--- src/rtl/bcd_para_binario_pkg.sv ---
// bcd_para_binario_pkg
// Shared definitions for the BCD-to-binary converter:
//   - FSM state encoding (OCIOSO, CONVERTE, CONCLUI)
//   - reverse double-dabble correction constants (threshold 8, offset 3)
//   - largest legal BCD digit (9) and a per-nibble validity helper
package bcd_para_binario_pkg;

  typedef enum logic [1:0] {
    OCIOSO   = 2'd0,
    CONVERTE = 2'd1,
    CONCLUI  = 2'd2
  } estado_t;

  localparam logic [3:0] LIMIAR       = 4'd8;
  localparam logic [3:0] DESLOCAMENTO = 4'd3;
  localparam logic [3:0] DIGITO_MAX   = 4'd9;

  function automatic logic digito_invalido(input logic [3:0] d);
    return (d > DIGITO_MAX);
  endfunction

endpackage

--- src/rtl/bcd_para_binario_corrige_digito.sv ---
// corrige_digito
// Combinational nibble corrector for reverse double-dabble: after the
// right shift, a BCD nibble that reached 8 or more holds a carried-in
// weight of 8 that should have been 5, so 3 is subtracted.
// Ports:
//   d - nibble after the shift
//   q - corrected nibble
module corrige_digito
  import bcd_para_binario_pkg::*;
(
  input  logic [3:0] d,
  output logic [3:0] q
);

  assign q = (d >= LIMIAR) ? (d - DESLOCAMENTO) : d;

endmodule

--- src/rtl/bcd_para_binario.sv ---
// bcd_para_binario
// Sequential BCD-to-binary converter (reverse double-dabble), one bit-step
// per clock, with inicio/ocupado/pronto handshake.
// Optional feature: define BCD_VALIDA_EN to reject requests that carry a
// nibble above 9 (erro=1, binario=0, pronto on the cycle after acceptance).
// Without it erro stays 0 and every nibble is run through the algorithm.
// Parameters:
//   DIGITOS - number of BCD input digits
//   BITS    - result width, also the number of conversion steps
// Ports:
//   clk     - system clock, rising edge
//   rst_n   - synchronous active-low reset
//   inicio  - start request, only looked at while idle
//   bcd_in  - packed BCD digits, MSD in the top nibble
//   binario - registered result, held until the next result
//   pronto  - one-cycle pulse: binario/erro are new
//   ocupado - request in flight
//   erro    - invalid digit flag, valid with pronto and held
//
// state    | meaning
// OCIOSO   | idle, waiting for inicio
// CONVERTE | one shift/correct step per cycle, BITS steps
// CONCLUI  | pronto high for one cycle, then back to idle
module bcd_para_binario
  import bcd_para_binario_pkg::*;
#(
  parameter int DIGITOS = 2,
  parameter int BITS    = 7
)(
  input  logic                 clk,
  input  logic                 rst_n,
  input  logic                 inicio,
  input  logic [4*DIGITOS-1:0] bcd_in,
  output logic [BITS-1:0]      binario,
  output logic                 pronto,
  output logic                 ocupado,
  output logic                 erro
);

  localparam int W  = 4*DIGITOS + BITS;
  localparam int CW = $clog2(BITS + 1);
  localparam logic [CW-1:0] ULTIMO = CW'(BITS - 1);

  estado_t         estado, estado_prox;
  logic [W-1:0]    desl, desl_prox;
  logic [W-1:0]    deslocado, corrigido;
  logic [CW-1:0]   cont, cont_prox;
  logic [BITS-1:0] binario_q, binario_prox;
  logic            erro_q, erro_prox;
  logic            invalido;

  // Shift step: the binary field just takes the shifted bits; only the
  // nibbles of the BCD field get corrected.
  assign deslocado = desl >> 1;
  assign corrigido[BITS-1:0] = deslocado[BITS-1:0];

  for (genvar g = 0; g < DIGITOS; g++) begin : g_corr
    corrige_digito u_corr (
      .d (deslocado[BITS+4*g +: 4]),
      .q (corrigido[BITS+4*g +: 4])
    );
  end

`ifdef BCD_VALIDA_EN
  always_comb begin
    invalido = 1'b0;
    for (int i = 0; i < DIGITOS; i++) begin
      if (digito_invalido(bcd_in[4*i +: 4])) invalido = 1'b1;
    end
  end
`else
  assign invalido = 1'b0;
`endif

  always_comb begin
    estado_prox  = estado;
    desl_prox    = desl;
    cont_prox    = cont;
    binario_prox = binario_q;
    erro_prox    = erro_q;
    case (estado)
      OCIOSO: begin
        if (inicio) begin
          desl_prox = {bcd_in, {BITS{1'b0}}};
          cont_prox = '0;
          erro_prox = invalido;
          if (invalido) begin
            binario_prox = '0;
            estado_prox  = CONCLUI;
          end else begin
            estado_prox = CONVERTE;
          end
        end
      end
      CONVERTE: begin
        desl_prox = corrigido;
        cont_prox = cont + CW'(1);
        // cont holds the number of steps already done; this edge is the last
        if (cont == ULTIMO) begin
          binario_prox = corrigido[BITS-1:0];
          estado_prox  = CONCLUI;
        end
      end
      CONCLUI: estado_prox = OCIOSO;
      default: estado_prox = OCIOSO;
    endcase
  end

  always_ff @(posedge clk) begin
    if (!rst_n) begin
      estado    <= OCIOSO;
      desl      <= '0;
      cont      <= '0;
      binario_q <= '0;
      erro_q    <= 1'b0;
    end else begin
      estado    <= estado_prox;
      desl      <= desl_prox;
      cont      <= cont_prox;
      binario_q <= binario_prox;
      erro_q    <= erro_prox;
    end
  end

  assign binario = binario_q;
  assign erro    = erro_q;
  assign pronto  = (estado == CONCLUI);
  assign ocupado = (estado != OCIOSO);

endmodule

--- config.mk ---
export PLATFORM = sky130hd
export DESIGN_NAME = bcd_para_binario
export DESIGN_NICKNAME = d
export VERILOG_FILES = /design/src/rtl/bcd_para_binario_pkg.sv /design/src/rtl/bcd_para_binario_corrige_digito.sv /design/src/rtl/bcd_para_binario.sv
export SDC_FILE = /design/constraint.sdc
export NUM_CORES = 1
export LEC_CHECK = 0
export CAP_MARGIN = 10
export CORE_MARGIN = 4
export CORE_UTILIZATION = 52
export CTS_CLUSTER_DIAMETER = 40
export DETAILED_ROUTE_END_ITERATION = 10
export PLACE_DENSITY = 0.78
export SYNTH_ARGS = -nofsm -noshare
export SYNTH_HDL_FRONTEND = slang
export SYNTH_HIERARCHICAL = 1
export SYNTH_SLANG_ARGS = --single-unit
--- constraint.sdc ---
create_clock -name clk -period 1.87 [get_ports clk]
set_clock_uncertainty 0.2 [all_clocks]
set_input_delay 0.374 -clock clk [delete_from_list [all_inputs] [get_ports clk]]
set_output_delay 0.374 -clock clk [all_outputs]
set_load 0.05 [all_outputs]
# Word-level counts from Yosys, hierarchy flattened
# Index checks and enable logic that the tools add are counted.
# totals
output_inout_bits	10
latch_bits	0
ram_bits	0
register_bits	27
romBits	0
memories	0
# classes
div_mod_pow	0
bitwise_logic	0
magnitude_cmp	2
multipliers	0
n_shift	0
add_sub_neg	3
mux	9
reduce_logical	6
eq_ne	5
# ops
operator	count
case mux 15 bit (2 select lines)	1
two-way mux 15 bit	1
two-way mux 4 bit	2
case mux 3 bit (2 select lines)	1
AND reduction 2 bit	3
greater-or-equal comparator 3 x 4 -> 1 bit (second input constant)	1
greater-or-equal comparator 4 bit (second input constant)	1
two-way mux 2 bit	2
inequality test 2 bit (second input constant)	2
case mux 2 bit (2 select lines)	1
nonzero test 2 bit	2
subtractor 3 x 2 -> 4 bit (second input constant)	1
subtractor 4 x 2 -> 4 bit (second input constant)	1
adder 3 x 1 -> 3 bit (second input constant)	1
== test 3 bit (second input constant)	1
two-way mux 3 bit	1
== test 2 x 1 -> 1 bit (second input constant)	1
== test 2 bit (second input constant)	1
zero test 2 bit	1

# Logic depth before layout (Yosys ltp)
# depth
word_depth	3
depth_mapped	6

# Modules after synthesis
# Netlist, hierarchy kept.
# modules_own_cells
mod	area_each_um2	cells_each	n_inst	seq_area_each_um2
bcd_para_binario	1138.6	122	1	520.5
corrige_digito	76.3	11	2	0.0

# Least setup slack after synthesis
# Ideal clock, no wire load.
# synth_timing
path_kind	reg2out
start	reg estado[0]
end	out pronto
path_slack_ns	0.165
path_buffers	1
t_arrival_ns	1.131
stages_incl_launch_ff	3
cell_sequence	dfxtp_1 -> buf_6 -> nor2_1
# synth_between
elab_chain_len	1
# synth_rtl
item	line	rtl
start: declaration	bcd_para_binario.sv:44	estado_t estado, estado_prox;
start signal: assignment	bcd_para_binario.sv:117	estado <= estado_prox;
== test 2 bit	bcd_para_binario.sv:127	assign pronto = (estado == CONCLUI);
end: declaration	bcd_para_binario.sv:35	output logic pronto,
# No other way between the ends.

# Worst setup path in the final report
# layout_timing
start	reg estado[1]
end	out pronto
# Same word-level chain as after synthesis.

==> metrics.txt <==
DR vias=approximately 1000; initial core utilization=a little under three fifths; Worst Hold Margin=0.270 ns; CTS tree=done; Critical Path Source Type=flip-flop; initial antenna violation count=0; clk_lat worst skew=~0.31 ns; Die Height=between 50 and 60 um; design area=roughly 1600 um2; Register Area=between 500 and 600 um2; Crit. End Element=output pin; Post-DP Area=roughly 1500 um2; Layout fillers=200; number of max-cap violations=0; final setup vio count=0; max-slew violation count=0; Post-DRT Antenna Nets=0; pwr/cell area=730 nW/um2; Residual DRC=0; Worst Path Required=between 1 and 1.5 ns; GP Congestion=~0.75; Hold Fails Final Rpt=0; htree depth=1; largest net degree at the start of global routing=27; vias per cell=5.24; Synth Register Bits=26; Die Wd=57.8 um; reg2reg start=cont[0]; Mapped Cells=about 140; Netlist cell types=32; die area=between 3000 and 4000 um2; Initial DRC Count=19; status=completed; Non-Filler Instances=slightly below 200; ratio of final minimum period to clock period=between 90% and 100%; row cnt=17; Total GRT Usage=around 16%; share of cells above drive strength 1=between 10% and 20%; placed cell count=192; first-pass GRT wire length=4350 um; clk slew on worst S/H paths=between 0.1 and 0.15 ns; port bufs=19; final net count=186; RSZ-0062 raised after global routing=false; setup total negative slack=0 ns; TritonCTS Sinks=26; grt ovf=0; CTS max path bufs=2; routed wire length=2430 um; multi-input logic area=699 um2; Pre-Repair DR Iteration Count=4; CP arrival=around 1.2 ns; critical path fanouts, max=10; hold crit path type=flip-flop to flip-flop; post-CTS setup buffers=0; hpwl dp=roughly 1800 um; Setup CP Type=flip-flop to output pin; area delta synth->final=21.0%; CTS buffer count=3; Tmin final=1.77 ns; Util after Layout=between 60 and 70%; Lkg Pwr=~0.65 nW; Core Area=2300 um2; Routed WL per cell=12.4 um; clock root cell=clkbuf_4; VDD IR max=about 0.61 mV; register area share after synthesis=40.3%; syn_area_per_cell=about 9 um2; Synth warnings=6; synthesized area=roughly 1300 um2; hold path start=binario[0]; Worst Setup SP=estado[1]; I/O pin cnt=21; ant diodes=0; vias in the first global route=between 1000 and 1500; Fmax achieved=566 MHz
[final timing paths]
check                                  end  slack, ns  cells after the start
worst max-delay path                pronto       0.10                      3
worst min-delay path            binario[0]       0.27                      2
worst max register to register  binario[6]       0.38                      5
worst min register to register  binario[0]       0.27                      2
[layer usage]
metal / share of wire, % / vias up / track usage [%] / routed length [um]
met5: 0 / - / 0 / 0
met4: 0.58 / 0 / 5.96 / 14
met3: 3.2 / 2 / 2.45 / 78
met2: 51 / 15 / 30.0 / 1240
met1: 45 / 478 / 18.2 / 1090
li1: - / 533 / - / -
[Yosys cell counts]
library cell	count	area share (%)
nand2b_4	1	1.1
nand3_1	1	0.39
nand4b_2	1	1.2
o2bb2ai_1	4	2.7
nor3b_1	1	0.58
dfxtp_1	26	40
a21oi_1	10	3.9
o211a_1	1	0.78
nand2b_1	2	0.97
a22oi_1	7	4.1
conb_1	1	0.29
o21ai_0	2	0.78
inv_1	6	1.7
xnor2_1	2	1.4
and3_1	1	0.48
a21boi_1	2	1.2
buf_6	2	1.7
ha_1	6	5.8
inv_2	2	0.58
and2_1	1	0.48
xor2_1	2	1.4
o22ai_1	4	1.9
nand2_1	19	5.5
a21boi_2	6	5.2
nor2_1	5	1.5
and4b_1	1	0.78
o21bai_2	1	0.87
o21ba_1	1	0.78
clkbuf_1	2	0.58
o21ai_1	9	3.5
nor2b_1	11	5.3
buf_4	4	2.3
[flip-flops by register name, summed over array words and instances, names as in the netlist]
register / cells
desl: 14
binario: 7
cont: 3
estado: 2
[what timing repair did]
| item | in CTS | in global routing |
|---|---|---|
| setup endpoints to repair | 2 | 0 |
| gates resized for setup | 2 | 0 |
| hold buffers | 0 | 0 |
[per-stage QoR]
step	worst slack, ns	total power, mW
floorplan	0.165	0.730
global placement	0.109	0.773
detailed placement	0.0623	0.779
CTS	0.0895	1.16
global route	0.0269	1.20
finish	0.103	1.14
[final cells by class]
cell class / instances / area share, %
Sequential cell: 26 / 33.5
Multi-Input combinational cell: 107 / 44.8
Tap cell: 28 / 2.24
Timing Repair Buffer: 23 / 14.3
Clock inverter: 1 / 1.92
Clock buffer: 3 / 1.44
Inverter: 8 / 1.92
[placed cells by master (no fill, tap or decap), drive strengths merged, types with 3 or more instances in the layout]
| cell | netlist | layout |
|---|---|---|
| dfxtp | 26 | 26 |
| nand2 | 19 | 19 |
| buf | 6 | 13 |
| nor2b | 11 | 11 |
| o21ai | 11 | 11 |
| a21oi | 10 | 10 |
| clkdlybuf4s50 | 0 | 10 |
| inv | 8 | 8 |
| a21boi | 8 | 8 |
| a22oi | 7 | 7 |
| ha | 6 | 6 |
| conb | 1 | 6 |
| nor2 | 5 | 5 |
| o2bb2ai | 4 | 4 |
| o22ai | 4 | 4 |
| clkbuf | 2 | 3 |
| nand2b | 3 | 3 |
[power by group]
group	switching [mW]	internal (mW)	leakage (nW)	total, mW
sequential	0.0298	0.577	0.213	0.607
combinational	0.0782	0.0837	0.405	0.162
clock	0.156	0.217	0.0279	0.372
[critical path, stage by stage (launching register included)]
cell	delay [ns]
dfxtp_2	0.41
inv_2	0.11
nor2_1	0.19
buf_12	0.17
[cells by family after synthesis]
kind of cell    count (synthesis)  share of synthesized area, %
simple gates                   44                          18.2
buf+inv                        16                          6.98
other cells                     1                         0.290
flops                          26                          40.3
compound gates                 47                          25.7
xor+xnor                        4                          2.71
fa+ha+maj                       6                          5.81
(Power assumes the default switching activity.)
